## src/rtl/rv32i_pkg.sv

```systemverilog
`timescale 1ns/1ps
`default_nettype none
// ============================================================================
//  Module      : rv32i_pkg
//  Description : Shared RV32I constants and the fetch-queue slot record.
//  Revision    : 1.0  initial release
// ============================================================================
package rv32i_pkg;

    localparam int XLEN = 32;

    // addi x0, x0, 0 : canonical RV32I no-op
    localparam logic [XLEN-1:0] NOP_INSTR = 32'h0000_0013;

    // One fetch-queue entry: fetch address, returned word, word-present flag
    typedef struct packed {
        logic [XLEN-1:0] pc;
        logic [XLEN-1:0] data;
        logic            filled;
    } slot_t;

endpackage : rv32i_pkg
`default_nettype wire

```

## src/rtl/instr_fetch_queue_if.sv

```systemverilog
`timescale 1ns/1ps
`default_nettype none
// ============================================================================
//  Module      : instr_fetch_queue_if
//  Description : PC / instruction-memory / decode signals of the fetch queue.
//                slave  = the fetch queue itself
//                master = the surrounding PC unit, memory and decode stage
//  Revision    : 1.0  initial release
// ============================================================================
interface instr_fetch_queue_if #(
    parameter int SIZE = 32
);
    logic [SIZE-1:0] PC_Addr;
    logic            flush;
    logic            pc_stall;
    logic            imem_req;
    logic [SIZE-1:0] imem_addr;
    logic            imem_rvalid;
    logic [SIZE-1:0] imem_rdata;
    logic            inst_valid;
    logic [SIZE-1:0] inst_out;
    logic [SIZE-1:0] inst_pc;
    logic            dec_ready;

    modport slave (
        input  PC_Addr, flush, imem_rvalid, imem_rdata, dec_ready,
        output pc_stall, imem_req, imem_addr, inst_valid, inst_out, inst_pc
    );

    modport master (
        output PC_Addr, flush, imem_rvalid, imem_rdata, dec_ready,
        input  pc_stall, imem_req, imem_addr, inst_valid, inst_out, inst_pc
    );

endinterface : instr_fetch_queue_if
`default_nettype wire

```

## src/rtl/fetch_slot_ring.sv

```systemverilog
`timescale 1ns/1ps
`default_nettype none
// ============================================================================
//  Module      : fetch_slot_ring
//  Description : Circular slot array with head / alloc / fill pointers.
//                alloc reserves the next slot for an issued PC, fill drops
//                returned data into the oldest unfilled slot, pop retires
//                the head, clear empties the ring (redirect).
//  Revision    : 1.0  initial release
// ============================================================================
module fetch_slot_ring
    import rv32i_pkg::*;
#(
    parameter int DEPTH = 4
) (
    input  wire logic             clk,
    input  wire logic             reset,
    input  wire logic             i_clear,
    input  wire logic             i_alloc,
    input  wire logic [XLEN-1:0]  i_alloc_pc,
    input  wire logic             i_fill,
    input  wire logic [XLEN-1:0]  i_fill_data,
    input  wire logic             i_pop,
    output slot_t                 o_head
);

    localparam int c_PTR_W = (DEPTH > 1) ? $clog2(DEPTH) : 1;

    logic [XLEN-1:0]    r_pc_q   [DEPTH];
    logic [XLEN-1:0]    r_data_q [DEPTH];
    logic [DEPTH-1:0]   r_filled_q;
    logic [c_PTR_W-1:0] r_head_q;
    logic [c_PTR_W-1:0] r_alloc_q;
    logic [c_PTR_W-1:0] r_fill_q;

    // Pointers and filled flags; DEPTH is a power of two so pointers wrap for free.
    // A popped slot is marked empty; the fill write comes last since the fill
    // slot can never be the head being popped.
    always_ff @(posedge clk) begin
        if (reset || i_clear) begin
            r_head_q   <= '0;
            r_alloc_q  <= '0;
            r_fill_q   <= '0;
            r_filled_q <= '0;
        end else begin
            if (i_pop) begin
                r_filled_q[r_head_q] <= 1'b0;
                r_head_q             <= r_head_q + c_PTR_W'(1);
            end
            if (i_alloc) begin
                r_filled_q[r_alloc_q] <= 1'b0;
                r_alloc_q             <= r_alloc_q + c_PTR_W'(1);
            end
            if (i_fill) begin
                r_filled_q[r_fill_q] <= 1'b1;
                r_fill_q             <= r_fill_q + c_PTR_W'(1);
            end
        end
    end

    // Slot payload; only ever observed through a set filled flag, so no reset.
    always_ff @(posedge clk) begin
        if (i_alloc) begin
            r_pc_q[r_alloc_q] <= i_alloc_pc;
        end
        if (i_fill) begin
            r_data_q[r_fill_q] <= i_fill_data;
        end
    end

    assign o_head.pc     = r_pc_q[r_head_q];
    assign o_head.data   = r_data_q[r_head_q];
    assign o_head.filled = r_filled_q[r_head_q];

endmodule : fetch_slot_ring
`default_nettype wire

```

## src/rtl/instr_fetch_queue.sv

```systemverilog
`timescale 1ns/1ps
`default_nettype none
// ============================================================================
//  Module      : instr_fetch_queue
//  Description : Issues in-order instruction reads for the PC stream, buffers
//                the returned words with their PC and hands them to decode.
//                A redirect (flush) empties the queue and arranges for every
//                still-outstanding response to be thrown away on return.
//  Revision    : 1.0  initial release
// ============================================================================
module instr_fetch_queue
    import rv32i_pkg::*;
#(
    parameter int              SIZE  = XLEN,
    parameter int              DEPTH = 4,
    parameter logic [SIZE-1:0] NOP   = NOP_INSTR
) (
    input  wire logic          clk,
    input  wire logic          reset,
    instr_fetch_queue_if.slave bus
);

    localparam int                 c_CNT_W = $clog2(DEPTH + 1);
    localparam logic [c_CNT_W-1:0] c_FULL  = c_CNT_W'(DEPTH);

    logic [c_CNT_W-1:0] r_count_q, w_count_d;   // allocated slots
    logic [c_CNT_W-1:0] r_pend_q,  w_pend_d;    // requests awaiting a response
    logic [c_CNT_W-1:0] r_disc_q,  w_disc_d;    // responses still to be dropped

    slot_t w_head;
    logic  w_inst_valid;
    logic  w_pop;
    logic  w_issue;
    logic  w_resp;
    logic  w_fill;

    // A response with nothing outstanding cannot belong to us (e.g. it was in
    // flight across a reset), so it is ignored.
    assign w_resp       = bus.imem_rvalid & (r_pend_q != '0) & ~reset;
    assign w_inst_valid = w_head.filled & (r_count_q != '0) & ~bus.flush & ~reset;
    assign w_pop        = w_inst_valid & bus.dec_ready;
    // A full queue may still issue when the head leaves in the same cycle
    assign w_issue      = ~reset & ~bus.flush
                        & ((r_count_q < c_FULL) | w_pop)
                        & (r_pend_q < c_FULL);
    // Data lands only when it is not stale and no redirect is happening now
    assign w_fill       = w_resp & (r_disc_q == '0) & ~bus.flush;

    // Next-state for the occupancy, outstanding and discard counters
    always_comb begin
        w_pend_d = r_pend_q;
        if (w_issue && !w_resp) begin
            w_pend_d = r_pend_q + c_CNT_W'(1);
        end else if (!w_issue && w_resp) begin
            w_pend_d = r_pend_q - c_CNT_W'(1);
        end

        w_count_d = r_count_q;
        if (bus.flush) begin
            w_count_d = '0;
        end else if (w_issue && !w_pop) begin
            w_count_d = r_count_q + c_CNT_W'(1);
        end else if (!w_issue && w_pop) begin
            w_count_d = r_count_q - c_CNT_W'(1);
        end

        // On a redirect every response still outstanding is stale
        w_disc_d = r_disc_q;
        if (bus.flush) begin
            w_disc_d = w_pend_d;
        end else if (w_resp && (r_disc_q != '0)) begin
            w_disc_d = r_disc_q - c_CNT_W'(1);
        end
    end

    // Counter registers
    always_ff @(posedge clk) begin
        if (reset) begin
            r_count_q <= '0;
            r_pend_q  <= '0;
            r_disc_q  <= '0;
        end else begin
            r_count_q <= w_count_d;
            r_pend_q  <= w_pend_d;
            r_disc_q  <= w_disc_d;
        end
    end

    fetch_slot_ring #(
        .DEPTH (DEPTH)
    ) u_ring (
        .clk         (clk),
        .reset       (reset),
        .i_clear     (bus.flush),
        .i_alloc     (w_issue),
        .i_alloc_pc  (bus.PC_Addr),
        .i_fill      (w_fill),
        .i_fill_data (bus.imem_rdata),
        .i_pop       (w_pop),
        .o_head      (w_head)
    );

    assign bus.imem_req   = w_issue;
    assign bus.imem_addr  = bus.PC_Addr;
    assign bus.pc_stall   = ~w_issue;
    assign bus.inst_valid = w_inst_valid;
    assign bus.inst_out   = w_inst_valid ? w_head.data : NOP;
    assign bus.inst_pc    = w_inst_valid ? w_head.pc   : '0;

endmodule : instr_fetch_queue
`default_nettype wire

```

## src/flat_wrapper.sv

```systemverilog
// flat-port wrapper written by rule: the top's interface ports become plain ports
module instr_fetch_queue_flat import rv32i_pkg::*;
#(
    parameter int              SIZE  = XLEN,
    parameter int              DEPTH = 4,
    parameter logic [SIZE-1:0] NOP   = NOP_INSTR
)
  (clk, reset, bus_PC_Addr, bus_flush, bus_imem_rvalid, bus_imem_rdata, bus_dec_ready, bus_pc_stall, bus_imem_req, bus_imem_addr, bus_inst_valid, bus_inst_out, bus_inst_pc);
  instr_fetch_queue_if #(.SIZE(SIZE)) bus_i ();
  input  wire logic clk;
  input  wire logic reset;
  input wire logic [$bits(bus_i.PC_Addr)-1:0] bus_PC_Addr;
  input wire logic [$bits(bus_i.flush)-1:0] bus_flush;
  input wire logic [$bits(bus_i.imem_rvalid)-1:0] bus_imem_rvalid;
  input wire logic [$bits(bus_i.imem_rdata)-1:0] bus_imem_rdata;
  input wire logic [$bits(bus_i.dec_ready)-1:0] bus_dec_ready;
  output wire logic [$bits(bus_i.pc_stall)-1:0] bus_pc_stall;
  output wire logic [$bits(bus_i.imem_req)-1:0] bus_imem_req;
  output wire logic [$bits(bus_i.imem_addr)-1:0] bus_imem_addr;
  output wire logic [$bits(bus_i.inst_valid)-1:0] bus_inst_valid;
  output wire logic [$bits(bus_i.inst_out)-1:0] bus_inst_out;
  output wire logic [$bits(bus_i.inst_pc)-1:0] bus_inst_pc;
  assign bus_i.PC_Addr = bus_PC_Addr;
  assign bus_i.flush = bus_flush;
  assign bus_i.imem_rvalid = bus_imem_rvalid;
  assign bus_i.imem_rdata = bus_imem_rdata;
  assign bus_i.dec_ready = bus_dec_ready;
  assign bus_pc_stall = bus_i.pc_stall;
  assign bus_imem_req = bus_i.imem_req;
  assign bus_imem_addr = bus_i.imem_addr;
  assign bus_inst_valid = bus_i.inst_valid;
  assign bus_inst_out = bus_i.inst_out;
  assign bus_inst_pc = bus_i.inst_pc;
  instr_fetch_queue #(.SIZE(SIZE), .DEPTH(DEPTH), .NOP(NOP)) u_core (.clk(clk), .reset(reset), .bus(bus_i));
endmodule
```

## config.mk

```make
export PLATFORM = sky130hd
export DESIGN_NAME = instr_fetch_queue_flat
export DESIGN_NICKNAME = d
export VERILOG_FILES = /design/src/rtl/rv32i_pkg.sv /design/src/rtl/instr_fetch_queue_if.sv /design/src/rtl/fetch_slot_ring.sv /design/src/rtl/instr_fetch_queue.sv /design/src/flat_wrapper.sv
export SDC_FILE = /design/constraint.sdc
export NUM_CORES = 1
export LEC_CHECK = 0
export ABC_AREA = 0
export CAP_MARGIN = 25
export CORE_MARGIN = 8
export CORE_UTILIZATION = 30
export CTS_CLUSTER_SIZE = 8
export DETAILED_ROUTE_END_ITERATION = 8
export PLACE_DENSITY = 0.56
export SYNTH_ARGS = -nofsm -noshare
export SYNTH_HDL_FRONTEND = slang
export SYNTH_SLANG_ARGS = --single-unit
```

## constraint.sdc

```tcl
create_clock -name clk -period 3.77 [get_ports clk]
set_input_delay 1.131 -clock clk [delete_from_list [all_inputs] [get_ports clk]]
set_output_delay 1.131 -clock clk [all_outputs]
set_load 0.02 [all_outputs]
```

==> results by group, run 1 <==
Status
  • Status: complete, no violations

Synthesis
  • Async SR Flop Fraction: 0
  • Synth Register Bits: 277
  • Syn_area_per_cell: roughly 19 µm²
  • Post-synthesis cell count: roughly 600
  • Adder-cell share of the synthesized area: 0.0219
  • Synth Flop Type: edfxtp_1
  • Mux contribution to synthesized area: 0.137
  • Top cell type's share of synthesized area: 0.685
  • Most common cell in the synthesized netlist: edfxtp_1
  • Simple-gate share of the synthesized area: 0.0611
  • Cell taking the most area after synthesis: edfxtp_1
  • Post-synth EDFFs: 256
  • Syn. warnings: 0
  • Commonest cells in the netlist: edfxtp_1 (256), mux4_2 (64), nor2b_1 (63)
  • Compound-Gate Fraction of Synth Area: 0.0136
  • Yosys cell types: 44
  • Post-synthesis sequential area ratio: 0.723
  • Synth Cell Area: between 10000 and 15000 µm²
  • Synth Area in XOR/XNOR: 0.00625
  • Largest family of logic cells by synthesized area: multiplexers
  • Net count after synthesis: 681
  • Top post-synthesis cells by area: edfxtp_1 (69%), mux4_2 (13%), dfxtp_1 (3.7%)

Route
  • DRT iter0 DRCs: 223
  • Final WL: about 26000 µm
  • Vias per cell: around 4.6
  • Routed Antenna Nets: 0
  • Pre-antenna DRT Iters: 4
  • Vias post-DR: between 5k and 6k
  • Number of remaining DRC errors: 0
  • Routed len/inst: 20.7 µm

Power and ir drop
  • Pwr dens: ~490 nW/µm²
  • Maximum vdd ir drop: approximately 0.00026 V
  • Leak pwr: about 5 nW
  • Total power: 0.00715 W

Worst setup path
  • Slowest Stage Delay on Critical Path: ~300 ps
  • Worst path bufs/invs: 4
  • CP Capture Type: output port
  • Crit path cell chain: dlygate4sd2_1 > nor2_2 > o31ai_2 > nand3b_1 > buf_6 > bufbuf_16 > nor2b_1 > buf_4
  • R2R Path End: u_core.r_count_q[2]
  • R2r startpoint: u_core.u_ring.r_head_q[0]
  • CP Depth: 8
  • Family with the most delay on the worst path: buffers and inverters
  • CP startpoint kind: input port
  • Req. time, crit path: roughly 2600 ps
  • Crit-path max FO: 8
  • R2R Setup Slk: between 1000 and 1500 ps
  • Crit path launch: bus_flush
  • Crit path max-delay cell type: bufbuf_16
  • Critical Setup Path Class: in -> out
  • Arrival time worst endpoint: 2590 ps
  • R2R depth: 10
  • Worst Setup EP: bus_inst_pc[0]

Worst hold path
  • HP Class: reg -> reg
  • Hold Crit Start: u_core.u_ring.r_filled_q[2]

Timing
  • Crit share post-route: 0.988
  • Final hold vios: 0
  • Finish-stage setup viols: 0
  • RSZ-0062 raised after global routing: true
  • Max Clock Skew: slightly below 9 ps
  • Setup_tns: 0 ps
  • Fmax: between 200 and 300 MHz
  • Fin crit period: roughly 3700 ps
  • Worst slew pin tran: between 300 and 400 ps
  • Final Slew Violations: 0
  • Worst rel slew slack: 0.765

Finish
  • Ant diodes: 0
  • Final Non-Filler Cells: between 1k and 1.5k
  • P&R area growth vs syn: 31.2%
  • Cell area after layout: around 15000 µm²
  • # nets final: between 800 and 900
  • Share of cells above drive strength 1: 0.314

Floorplanning
  • Initial core utilization: 0.301
  • Core Rows: 71
  • # IOs: approximately 170
  • Core area: approximately 37000 µm²
  • Die Y: 209 µm
  • Die area: between 40000 and 50000 µm²
  • Chip width: 209 µm

CTS
  • CTS Sinks: 277
  • CTS buffer count: 40
  • Root buf cell: clkbuf_16
  • Clock Latency Late Sink: just over 500 ps
  • CTS tree: yes
  • Clk buf depth: 3
  • # hold bufs at CTS: 0
  • Worst-path clk slew: ~50 ps
  • H-tree depth: 2

Global routing
  • Largest net degree at the start of global routing: 33
  • Total gr overflow: 0
  • First-pass GRT wire length: between 30000 and 40000 µm
  • Number of global-route vias before repair: 6441
  • Initial antenna violation count: 0
  • GR Util All Layers: 0.120

Flow run
  • Max_cap viols: 0

Placed design
  • Placed Cells incl. Taps: 1207
  • Port-buffer cells: roughly 170
  • Placed inst area: around 14000 µm²
  • Dpl hpwl: 15600 µm
  • GPL Wtd Cong: slightly above 0.7
## per-stage QoR
stage	util	hold WS [ps]	worst slack [ps]
after floorplan	-	465	203
after global placement	0.364	473	-497
after detailed placement	0.364	479	-517
after CTS	0.392	491	22.8
after global routing	0.395	526	-50.1
final	0.395	488	45.0
## power breakdown
| part | leakage [nW] | internal [W] | total, W | switching, W |
|---|---|---|---|---|
| Combinational | 2.00 | 0.000259 | 0.000518 | 0.000260 |
| Clock | 0.534 | 0.00197 | 0.00316 | 0.00119 |
| Sequential | 2.48 | 0.00345 | 0.00347 | 0.0000260 |
## state kept, by name, summed over array words and instances (netlist names), named ones only
signal and cells:
u_core.r_count_q 3, u_core.r_pend_q 3, u_core.u_ring.r_data_q 128, u_core.u_ring.r_alloc_q 2, u_core.u_ring.r_fill_q 2, u_core.u_ring.r_filled_q 4
u_core.u_ring.r_head_q 2, u_core.u_ring.r_pc_q 128, u_core.r_disc_q 3
## worst min path at each step
stage	end	depth (start not counted)
6_report	u_core.u_ring.r_filled_q[2]	1
5_1_grt	u_core.u_ring.r_filled_q[3]	1
4_1_cts	u_core.u_ring.r_filled_q[2]	1
3_5_place_dp	u_core.u_ring.r_filled_q[2]	1
3_3_place_gp	u_core.u_ring.r_filled_q[2]	1
2_1_floorplan	u_core.u_ring.r_filled_q[0]	1
## routing by layer
metal	vias to the layer above	track usage	wire length (µm)
met2	135	0.198	12700
met5	-	0	0
met3	34	0.0325	1360
met1	2960	0.154	11800
met4	0	0.0311	391
li1	2643	-	-
## final cells by class
cell class | instances | area, µm²
fill | 3414 | 22500
clock inverter | 1 | 16.3
clock buffer | 50 | 1080
tap | 474 | 593
sequential | 277 | 8120
multi-input combinational | 240 | 2800
inverter | 19 | 71.3
timing repair buffer | 206 | 2040
## logic make-up after synthesis
kind of cell	after synthesis
compound gates	19
xor+xnor	8
fa+ha+maj	19
buf+inv	76
flops	277
mux	73
simple gates	121
## what timing repair did
| item | in CTS | in global routing |
|---|---|---|
| cloned | 5 | 0 |
| buffers inserted | 3 | 1 |
| gates resized for setup | 243 | 63 |
| pin swaps | 1 | 1 |
| setup endpoints to repair | 67 | 35 |
## placed cells by master, fill, tap and decap left out, types with 16 or more instances in the layout
master           synthesis  layout
edfxtp_1               256     256
clkdlybuf4s50_1          0      98
mux4_2                  64      64
nor2b_1                 63      48
clkbuf_16                0      42
buf_4                   32      36
buf_2                    9      30
dfxtp_1                 21      19
ha_1                    18      18
nor2_1                  18      16
Power figures use the tool's default switching activity.
==> inputs of run 2 (changes only) <==
CORE_MARGIN = 4   (was 8)
==> results by group, run 2 (synthesis gave the netlist of run 1 again) <==
Floorplanning
  • Chip width: 201 µm (-3.8%)
  • Initial core utilization: 0.305 (+0.00358)
  • Core Rows: 70 (-1.4%)
  • Die area: 40600 µm² (-7.5%)
  • Core area: 36800 µm² (-1.2%)
  • # IOs: 168 (unchanged)
  • Die Y: 201 µm (-3.8%)

Worst setup path
  • CP startpoint kind: input port
  • Crit path launch: reset
  • Critical Setup Path Class: in -> out
  • Req. time, crit path: 2640 ps (about the same)
  • CP Capture Type: output port
  • R2R depth: 10 (unchanged)
  • Arrival time worst endpoint: 2540 ps (-50 ps)
  • R2r startpoint: u_core.u_ring.r_head_q[0]
  • Crit-path max FO: 6 (-2)

Power and ir drop
  • Maximum vdd ir drop: 0.000234 V (-8.5%)
  • Total power: 0.00709 W (-0.82%)
  • Leak pwr: 4.90 nW (-2.2%)
  • Pwr dens: 487 nW/µm² (+0.34%)

Timing
  • Max Clock Skew: 13.4 ps (+4.63 ps)
  • Worst rel slew slack: 0.757 (-0.00765)
  • Fin crit period: 3670 ps (-52.8 ps)
  • Finish-stage setup viols: 0 (unchanged)
  • Final Slew Violations: 0 (unchanged)
  • Hold slack: 489 ps (+0.764 ps)
  • Final critical-path setup slack: 97.8 ps (+52.8 ps)
  • Worst slew pin tran: 354 ps (+11.2 ps)
  • Fmax: 272 MHz (+1.4%)
  • Crit share post-route: 0.974 (-0.0140)
  • Final hold vios: 0 (unchanged)

Global routing
  • First-pass GRT wire length: 39000 µm (-2.4%)
  • Largest net degree at the start of global routing: 37 (+12%)
  • Initial antenna violation count: 1 (+1)
  • GR Util met3: 0.0290 (-0.00351)
  • Global-route met1 utilization: 0.175 (+0.0213)
  • Global routing usage on met2: 0.198 (-0.000637)
  • GR Util All Layers: 0.125 (+0.00573)
  • Total gr overflow: 0 (unchanged)
  • Number of global-route vias before repair: 6228 (-3.3%)
  • Layer with the highest usage: met2

Finish
  • Largest regs: u_core.u_ring.r_data_q: 128 flops, u_core.u_ring.r_pc_q: 128 flops, u_core.u_ring.r_filled_q: 4 flops
  • Final Non-Filler Cells: 1252 (-1.2%)
  • P&R area growth vs syn: 29.6%
  • Ant diodes: 0 (unchanged)
  • Most frequent cells in the layout: edfxtp_1 (256), clkdlybuf4s50_1 (98), mux4_2 (64), nor2b_1 (57), clkbuf_16 (41)
  • Most common cell after layout, fill and taps aside: edfxtp_1
  • Cell area after layout: 14500 µm² (-1.2%)
  • Share of cells above drive strength 1: 0.290 (-0.0245)
  • # nets final: 865 (-0.80%)

Route
  • Number of remaining DRC errors: 0 (unchanged)
  • Final WL: 25400 µm (-3.0%)
  • DRT iter0 DRCs: 255 (+14%)
  • Routed Antenna Nets: 0 (unchanged)
  • Pre-antenna DRT Iters: 4 (unchanged)
  • Routed len/inst: 20.3 µm (-1.9%)
  • Vias post-DR: 5799 (+0.47%)
  • Vias per cell: 4.63 (+1.7%)

CTS
  • Worst-path clk slew: 50 ps (about the same)
  • Root buf cell: clkbuf_16
  • CTS Sinks: 277 (unchanged)
  • CTS tree: yes
  • H-tree depth: 2 (unchanged)
  • # hold bufs at CTS: 0 (unchanged)
  • Clk buf depth: 3 (unchanged)
  • Clock Latency Late Sink: 510 ps (about the same)
  • CTS buffer count: 40 (unchanged)

Placed design
  • Dpl hpwl: 14400 µm (-7.3%)
  • Dpl ws: -635 ps (-118 ps)
  • Placed inst area: 13500 µm² (-0.30%)
  • Port-buffer cells: 167 (unchanged)
  • GPL Wtd Cong: 0.730 (+3.5%)
  • Placed Cells incl. Taps: 1198 (-0.75%)

Status
  • Status: complete, no violations

Worst hold path
  • HP Class: reg -> reg
  • Hold Crit Depth: 1 (unchanged)
  • Hold Crit Start: u_core.u_ring.r_filled_q[2]

Flow run
  • Max_cap viols: 0 (unchanged)
-- run 2: timing repair --
action | CTS | global route
buffers inserted | 1 | 0
endpoints found under the setup margin | 67 | 26
resized for setup | 273 | 3
gates cloned | 4 | 0
pin swaps | 1 | 0
-- run 2: worst max-delay path, stage by stage --
cell	delay, ps
dlygate4sd2_1	260
nor2_4	140
o31ai_2	80
nand3b_1	170
buf_6	170
buf_16	160
nor2b_1	130
clkdlybuf4s15_2	280
-- run 2: path summary, 6_finish.rpt --
kind                                                     to  slack, ps
worst min register to register  u_core.u_ring.r_filled_q[2]        490
worst min-delay path            u_core.u_ring.r_filled_q[2]        490
worst max register to register          u_core.r_count_q[2]       1260
worst max-delay path                        bus_inst_pc[23]        100
-- run 2: where the power goes --
group          leakage (nW)  switching, W  internal, W
clock                 0.521       0.00117      0.00194
sequential             2.48     0.0000281      0.00345
combinational          1.90      0.000256     0.000252
-- run 2: layout make-up --
| cell class | count | area [µm²] |
|---|---|---|
| clock buffer | 49 | 1070 |
| fill | 3378 | 22200 |
| inverter | 19 | 71.3 |
| multi-input combinational | 240 | 2720 |
| sequential | 277 | 8120 |
| tap | 468 | 586 |
| timing repair buffer | 199 | 1990 |
-- run 2: metrics by stage --
stage               setup TNS [ps]  utilization
floorplan                        0            -
global placement            -33810        0.367
detailed placement          -33190        0.367
CTS                              0        0.395
global route                 -1.06        0.395
finish                           0        0.395
-- run 2: metal layers --
metal	wire length, µm	part of all wire	up-vias
li1	-	-	2621
met1	11700	0.46	2998
met2	12000	0.47	138
met3	1170	0.046	40
met4	530	0.021	2
met5	7	0.00028	-
